## config.mk

```make
export PLATFORM = sky130hd
export DESIGN_NAME = regfile_wr_arbiter
export DESIGN_NICKNAME = d
export VERILOG_FILES = /design/src/rtl/regfile_wr_arbiter.sv
export SDC_FILE = /design/constraint.sdc
export NUM_CORES = 1
export LEC_CHECK = 0
export CAP_MARGIN = 20
export CORE_UTILIZATION = 41
export CTS_CLUSTER_SIZE = 8
export DETAILED_ROUTE_END_ITERATION = 8
export PLACE_DENSITY = 0.8
export SLEW_MARGIN = 20
export SYNTH_ARGS = -nofsm -noshare
export SYNTH_HDL_FRONTEND = slang
export SYNTH_SLANG_ARGS = --single-unit
```

## constraint.sdc

```tcl
create_clock -name clk -period 2.3 [get_ports clk]
set_input_delay 0.345 -clock clk [delete_from_list [all_inputs] [get_ports clk]]
set_output_delay 0.345 -clock clk [all_outputs]
set_load 0.02 [all_outputs]
```

## src/rtl/regfile_wr_arbiter.sv

```systemverilog
// Round-robin arbiter for the register file's single write port, with burst
// locking, lock timeout and $0 write filtering behind a one-cycle output register.
module regfile_wr_arbiter #(
    parameter int unsigned NUM_REQ      = 2,
    parameter int unsigned LOCK_TIMEOUT = 8,
    parameter int unsigned CNT_W        = 8
) (
    input  logic                  clk,
    input  logic                  rst,
    input  logic [NUM_REQ-1:0]    req_valid,
    input  logic [NUM_REQ-1:0]    req_last,
    input  logic [5*NUM_REQ-1:0]  req_reg,
    input  logic [32*NUM_REQ-1:0] req_data,
    output logic [NUM_REQ-1:0]    req_ready,
    output logic                  rf_regWrite,
    output logic [4:0]            rf_writeReg,
    output logic [31:0]           rf_writeData,
    output logic [1:0]            grant_id,
    output logic                  lock_abort,
    output logic [CNT_W-1:0]      zero_drop_cnt
);
    localparam int unsigned MAX_REQ = 4;
    localparam int unsigned IDX_W   = 2;
    localparam int unsigned IDLE_W  = $clog2(LOCK_TIMEOUT + 1);
    localparam logic [IDX_W-1:0]  LAST_IDX = IDX_W'(NUM_REQ - 1);
    localparam logic [IDLE_W-1:0] IDLE_MAX = IDLE_W'(LOCK_TIMEOUT);

    typedef enum logic {ARB, LOCK} stateT;

    stateT             state, stateNext;
    logic [IDX_W-1:0]  rrPtr, rrPtrNext, owner, ownerNext, gnt, scanIdx;
    logic [IDLE_W-1:0] idleCnt, idleNext;
    logic              abortNext, gntValid;
    logic [MAX_REQ-1:0] validPad, lastPad, readyPad;
    logic [4:0]        regArr  [MAX_REQ];
    logic [31:0]       dataArr [MAX_REQ];

    function automatic logic [IDX_W-1:0] nextIdx(input logic [IDX_W-1:0] i);
        return (i == LAST_IDX) ? '0 : i + IDX_W'(1);
    endfunction

    // Unpack requester buses into fixed 4-entry views indexed by grant
    always_comb begin
        validPad = '0;
        lastPad  = '0;
        for (int i = 0; i < MAX_REQ; i++) begin
            regArr[i]  = '0;
            dataArr[i] = '0;
        end
        validPad[NUM_REQ-1:0] = req_valid;
        lastPad[NUM_REQ-1:0]  = req_last;
        for (int i = 0; i < NUM_REQ; i++) begin
            regArr[i]  = req_reg[5*i +: 5];
            dataArr[i] = req_data[32*i +: 32];
        end
    end

    // Grant selection and next-state logic
    always_comb begin
        stateNext = state;
        rrPtrNext = rrPtr;
        ownerNext = owner;
        idleNext  = idleCnt;
        abortNext = 1'b0;
        gntValid  = 1'b0;
        gnt       = '0;
        scanIdx   = rrPtr;
        readyPad  = '0;
        if (!rst) begin
            case (state)
                ARB: begin
                    for (int k = 0; k < NUM_REQ; k++) begin
                        if (!gntValid && validPad[scanIdx]) begin
                            gntValid = 1'b1;
                            gnt      = scanIdx;
                        end
                        scanIdx = nextIdx(scanIdx);
                    end
                    if (gntValid) begin
                        if (lastPad[gnt]) begin
                            rrPtrNext = nextIdx(gnt);
                        end else begin
                            stateNext = LOCK;
                            ownerNext = gnt;
                            idleNext  = '0;
                        end
                    end
                end
                LOCK: begin
                    if (validPad[owner]) begin
                        gntValid = 1'b1;
                        gnt      = owner;
                        idleNext = '0;
                        if (lastPad[owner]) begin
                            stateNext = ARB;
                            rrPtrNext = nextIdx(owner);
                        end
                    end else begin
                        idleNext = idleCnt + IDLE_W'(1);
                        if (idleNext == IDLE_MAX) begin
                            stateNext = ARB;
                            rrPtrNext = nextIdx(owner);
                            abortNext = 1'b1;
                            idleNext  = '0;
                        end
                    end
                end
                default: stateNext = ARB;
            endcase
            if (gntValid) readyPad[gnt] = 1'b1;
        end
    end

    assign req_ready = readyPad[NUM_REQ-1:0];

    always_ff @(posedge clk) begin
        if (rst) begin
            state   <= ARB;
            rrPtr   <= '0;
            owner   <= '0;
            idleCnt <= '0;
        end else begin
            state   <= stateNext;
            rrPtr   <= rrPtrNext;
            owner   <= ownerNext;
            idleCnt <= idleNext;
        end
    end

    // Registered write stage; $0 writes are acknowledged but never enabled
    always_ff @(posedge clk) begin
        if (rst) begin
            rf_regWrite   <= 1'b0;
            rf_writeReg   <= '0;
            rf_writeData  <= '0;
            grant_id      <= '0;
            lock_abort    <= 1'b0;
            zero_drop_cnt <= '0;
        end else begin
            rf_regWrite <= gntValid && (regArr[gnt] != 5'd0);
            lock_abort  <= abortNext;
            if (gntValid) begin
                rf_writeReg  <= regArr[gnt];
                rf_writeData <= dataArr[gnt];
                grant_id     <= gnt;
                if (regArr[gnt] == 5'd0 && zero_drop_cnt != '1)
                    zero_drop_cnt <= zero_drop_cnt + CNT_W'(1);
            end
        end
    end
endmodule

```

==> impl_metrics.env <==
export IMPL_max_stage_delay_ns=0.52
export IMPL_relSlewSlack_pct=55.4
export IMPL_drv_cap=0
export IMPL_r2r_start="owner[0]"
export IMPL_netlist_instances=302
export IMPL_routed_via_density=5.37
export IMPL_grt_pass1_vias=2686
export IMPL_path_cells="clkdlybuf4s50_1, nand2b_1, o31ai_4, nor2b_1, dlygate4sd2_1"
export IMPL_grt_pass1_wl_mm=12.4
export IMPL_grt_antenna_before_repair=0
export IMPL_setup_viol=0
export IMPL_core_area_mm2=0.00649
export IMPL_clk_pin_slew_ns=0.06
export IMPL_drtIter0Drc=196
export IMPL_cts_buffers_inserted=9
export IMPL_finalWirelength_mm=7.58
export IMPL_path_class="input port to output port"
export IMPL_p_leak_nw=1.60
export IMPL_cts_tree="built"
export IMPL_syn_avg_cell_area_um2=9.33
export IMPL_final_util_pct=68.3
export IMPL_yosys_warnings=0
export IMPL_ant_nets=0
export IMPL_port_buffer_count=130
export IMPL_drive_above_1_share_pct=8.76
export IMPL_finalMaxSlewViolations=0
export IMPL_initial_core_util_pct=43.4
export IMPL_failed_checks="design-rule violations"
export IMPL_nets=523
export IMPL_tightest_slew_ns=0.670
export IMPL_crit_path_end="req_ready[1]"
export IMPL_cts_max_level=3
export IMPL_die_x_um=84.9
export IMPL_synth_seq_cells=58
export IMPL_cp_depth=5
export IMPL_grt_ovfl_total=0
export IMPL_grtUsageTotal_pct=21.7
export IMPL_cts_root_buf="clkbuf_8"
export IMPL_place_area_mm2=0.00427
export IMPL_pwr_density_cell_mw_per_mm2=632
export IMPL_r2r_setup_slack_ns=0.16
export IMPL_worstSetupStartpointType="input port"
export IMPL_rr_endpoint="zero_drop_cnt[4]"
export IMPL_dp_hpwl_mm=5.70
export IMPL_max_vdd_ir_drop_uv=472
export IMPL_gp_congestion=0.780
export IMPL_drtPass1Iterations=6
export IMPL_cp_arrival_ns=1.85
export IMPL_holdBufCountCts=0
export IMPL_fp_row_count=29
export IMPL_yosysSeqAreaShare_pct=41.2
export IMPL_final_common_cell="clkdlybuf4s50_1"
export IMPL_synth_area_leader_cell="dfxtp_1"
export IMPL_synth_top_area_share_pct=41.2
export IMPL_end_kind="output port"
export IMPL_status="finished, violations left"
export IMPL_synth_cell_types=41
export IMPL_wl_per_cell_um=14.5
export IMPL_final_cell_mix="128 x clkdlybuf4s50_1, 58 x dfxtp_1, 42 x mux2i_1"
export IMPL_clockBufferDepth=2
export IMPL_dp_cells=505
export IMPL_io_pins=131
export IMPL_min_period_ns=2.20
export IMPL_worstSetupStartpoint="req_valid[1]"
export IMPL_area_growth_pct=57.5
export IMPL_clock_sinks=58
export IMPL_slowest_stage="clkdlybuf4s50_1"
export IMPL_skew_ns=0.0127
export IMPL_crit_fanout=4
export IMPL_crit_required_ns=1.96
export IMPL_worst_slack_ns=0.103
export IMPL_finalCritPeriodShare_pct=95.5
export IMPL_synthesis_area_mm2=0.00282
export IMPL_finalHoldViolCount=0
export IMPL_cp_num_buf_inv=2
export IMPL_synth_area_leaders="dfxtp_1 41%, mux2i_1 15%, nand3b_1 10%"
export IMPL_worstSkewPairLatency_ns=0.33
export IMPL_dieHeight_um=84.9
export IMPL_final_cells=522
export IMPL_syn_nets=385
export IMPL_final_cell_area_mm2=0.00444
export IMPL_max_freq_mhz=455
export IMPL_drc=9
export IMPL_path_delay_family="buffers and inverters"
export IMPL_hold_path_class="flip-flop to flip-flop"
export IMPL_diodes=0
export IMPL_die_area_mm2=0.00721
export IMPL_grt_max_degree=77
export IMPL_vias=2801
export IMPL_pre_cts_ws_ns=-0.230
export IMPL_reg2reg_depth=8
==> cell families after synthesis <==
logic type | share of synthesized area, %
muxes | 15.7
and+or+nand+nor | 23.1
AOI/OAI and AO/OA | 15.1
DFF | 41.2
adders and majority gates | 1.33
buffers and inverters | 3.60
==> repair_timing <==
action                                  CTS  global route
resized for setup                         2             3
endpoints found under the setup margin    2             1
pin swaps                                 0             1
buffers inserted                          0             1
==> metal layers <==
metal / track usage [%] / share of wire [%] / up-vias
li1: - / - / 1394
met1: 24.3 / 41 / 1307
met5: 0 / 0 / -
met2: 39.0 / 51 / 84
met3: 5.16 / 5.5 / 16
met4: 10.0 / 2.7 / 0
==> state kept, by name (all words and copies together) (netlist names) <==
name,count
lock_abort,1
zero_drop_cnt,8
rf_writeData,32
rf_regWrite,1
grant_id,2
rf_writeReg,5
rrPtr,2
owner,2
state,1
idleCnt,4
==> cell usage after synthesis <==
cell type and number:
nor3b_1 2, or2_2 1, dfxtp_1 58, a22oi_1 2, a31oi_1 2, o21ai_1 40
buf_1 2, mux2_1 1, nor4bb_1 1, o31a_1 2, and3_1 1, nor3b_2 1
or4b_2 1, nand4_1 2, buf_2 6, o21ai_0 3, nand3_1 7, mux2_2 1
clkbuf_1 13, a41oi_1 1, mux2i_1 42, nand2_1 7, a21bo_1 1, nand4b_1 1
o31ai_1 6, o31ai_4 1, nor2b_1 6, and4_1 1, nand3b_1 38, nor2_1 11
nand2b_1 5, inv_1 2, or2_1 1, a21oi_1 13, or4_1 8, nor4b_1 1
nor3_1 4, ha_1 3, or3b_1 1, o21bai_1 2, buf_4 1
==> final cells by class <==
| type | instances | area (um^2) |
|---|---|---|
| fillers | 554 | 2060 |
| repair buffers | 149 | 1440 |
| flip-flops and latches | 58 | 1160 |
| inverters | 2 | 7.51 |
| well taps | 77 | 96.3 |
| multi-input cells | 220 | 1570 |
| clock inverters | 2 | 12.5 |
| clock buffers | 14 | 153 |
==> power breakdown <==
part | total (W) | internal, W | switching (W) | leakage, nW
combinational | 0.000835 | 0.000445 | 0.000390 | 1.04
sequential | 0.00118 | 0.00111 | 0.0000638 | 0.478
clock | 0.000795 | 0.000420 | 0.000374 | 0.0807
total | 0.00281 | 0.00198 | 0.000828 | 1.60
==> per-stage QoR <==
| stage | hold WS [ns] | TNS [ns] | total power, W |
|---|---|---|---|
| 6_report | 0.477 | 0 | 0.00281 |
| 5_1_grt | 0.499 | -0.0214 | 0.00295 |
| 4_1_cts | 0.481 | 0 | 0.00283 |
| 3_5_place_dp | 0.470 | -1.41 | 0.00204 |
| 3_3_place_gp | 0.465 | -1.04 | 0.00202 |
| 2_1_floorplan | 0.457 | 0 | 0.00160 |
==> worst register-to-register path: stages, from the launching register on <==
cell and delay [ns]:
dfxtp_1 0.46, mux2i_1 0.16, nor3b_2 0.30, buf_4 0.16, buf_4 0.10, o21ai_1 0.08, buf_4 0.18, or4_1 0.46
a21oi_1 0.16
==> worst min path at each step <==
| stage | startpoint | to | slack [ns] | depth (start not counted) |
|---|---|---|---|---|
| after global routing | rf_writeData[30] | rf_writeData[30] | 0.50 | 2 |
| after detailed placement | rf_writeData[3] | rf_writeData[3] | 0.47 | 2 |
| after CTS | rf_writeData[3] | rf_writeData[3] | 0.48 | 2 |
| final | rf_writeData[20] | rf_writeData[20] | 0.48 | 2 |
| after floorplan | rrPtr[1] | rrPtr[1] | 0.46 | 2 |
| after global placement | rf_writeData[13] | rf_writeData[13] | 0.46 | 2 |
No activity file was read; power rests on OpenSTA's default activity.
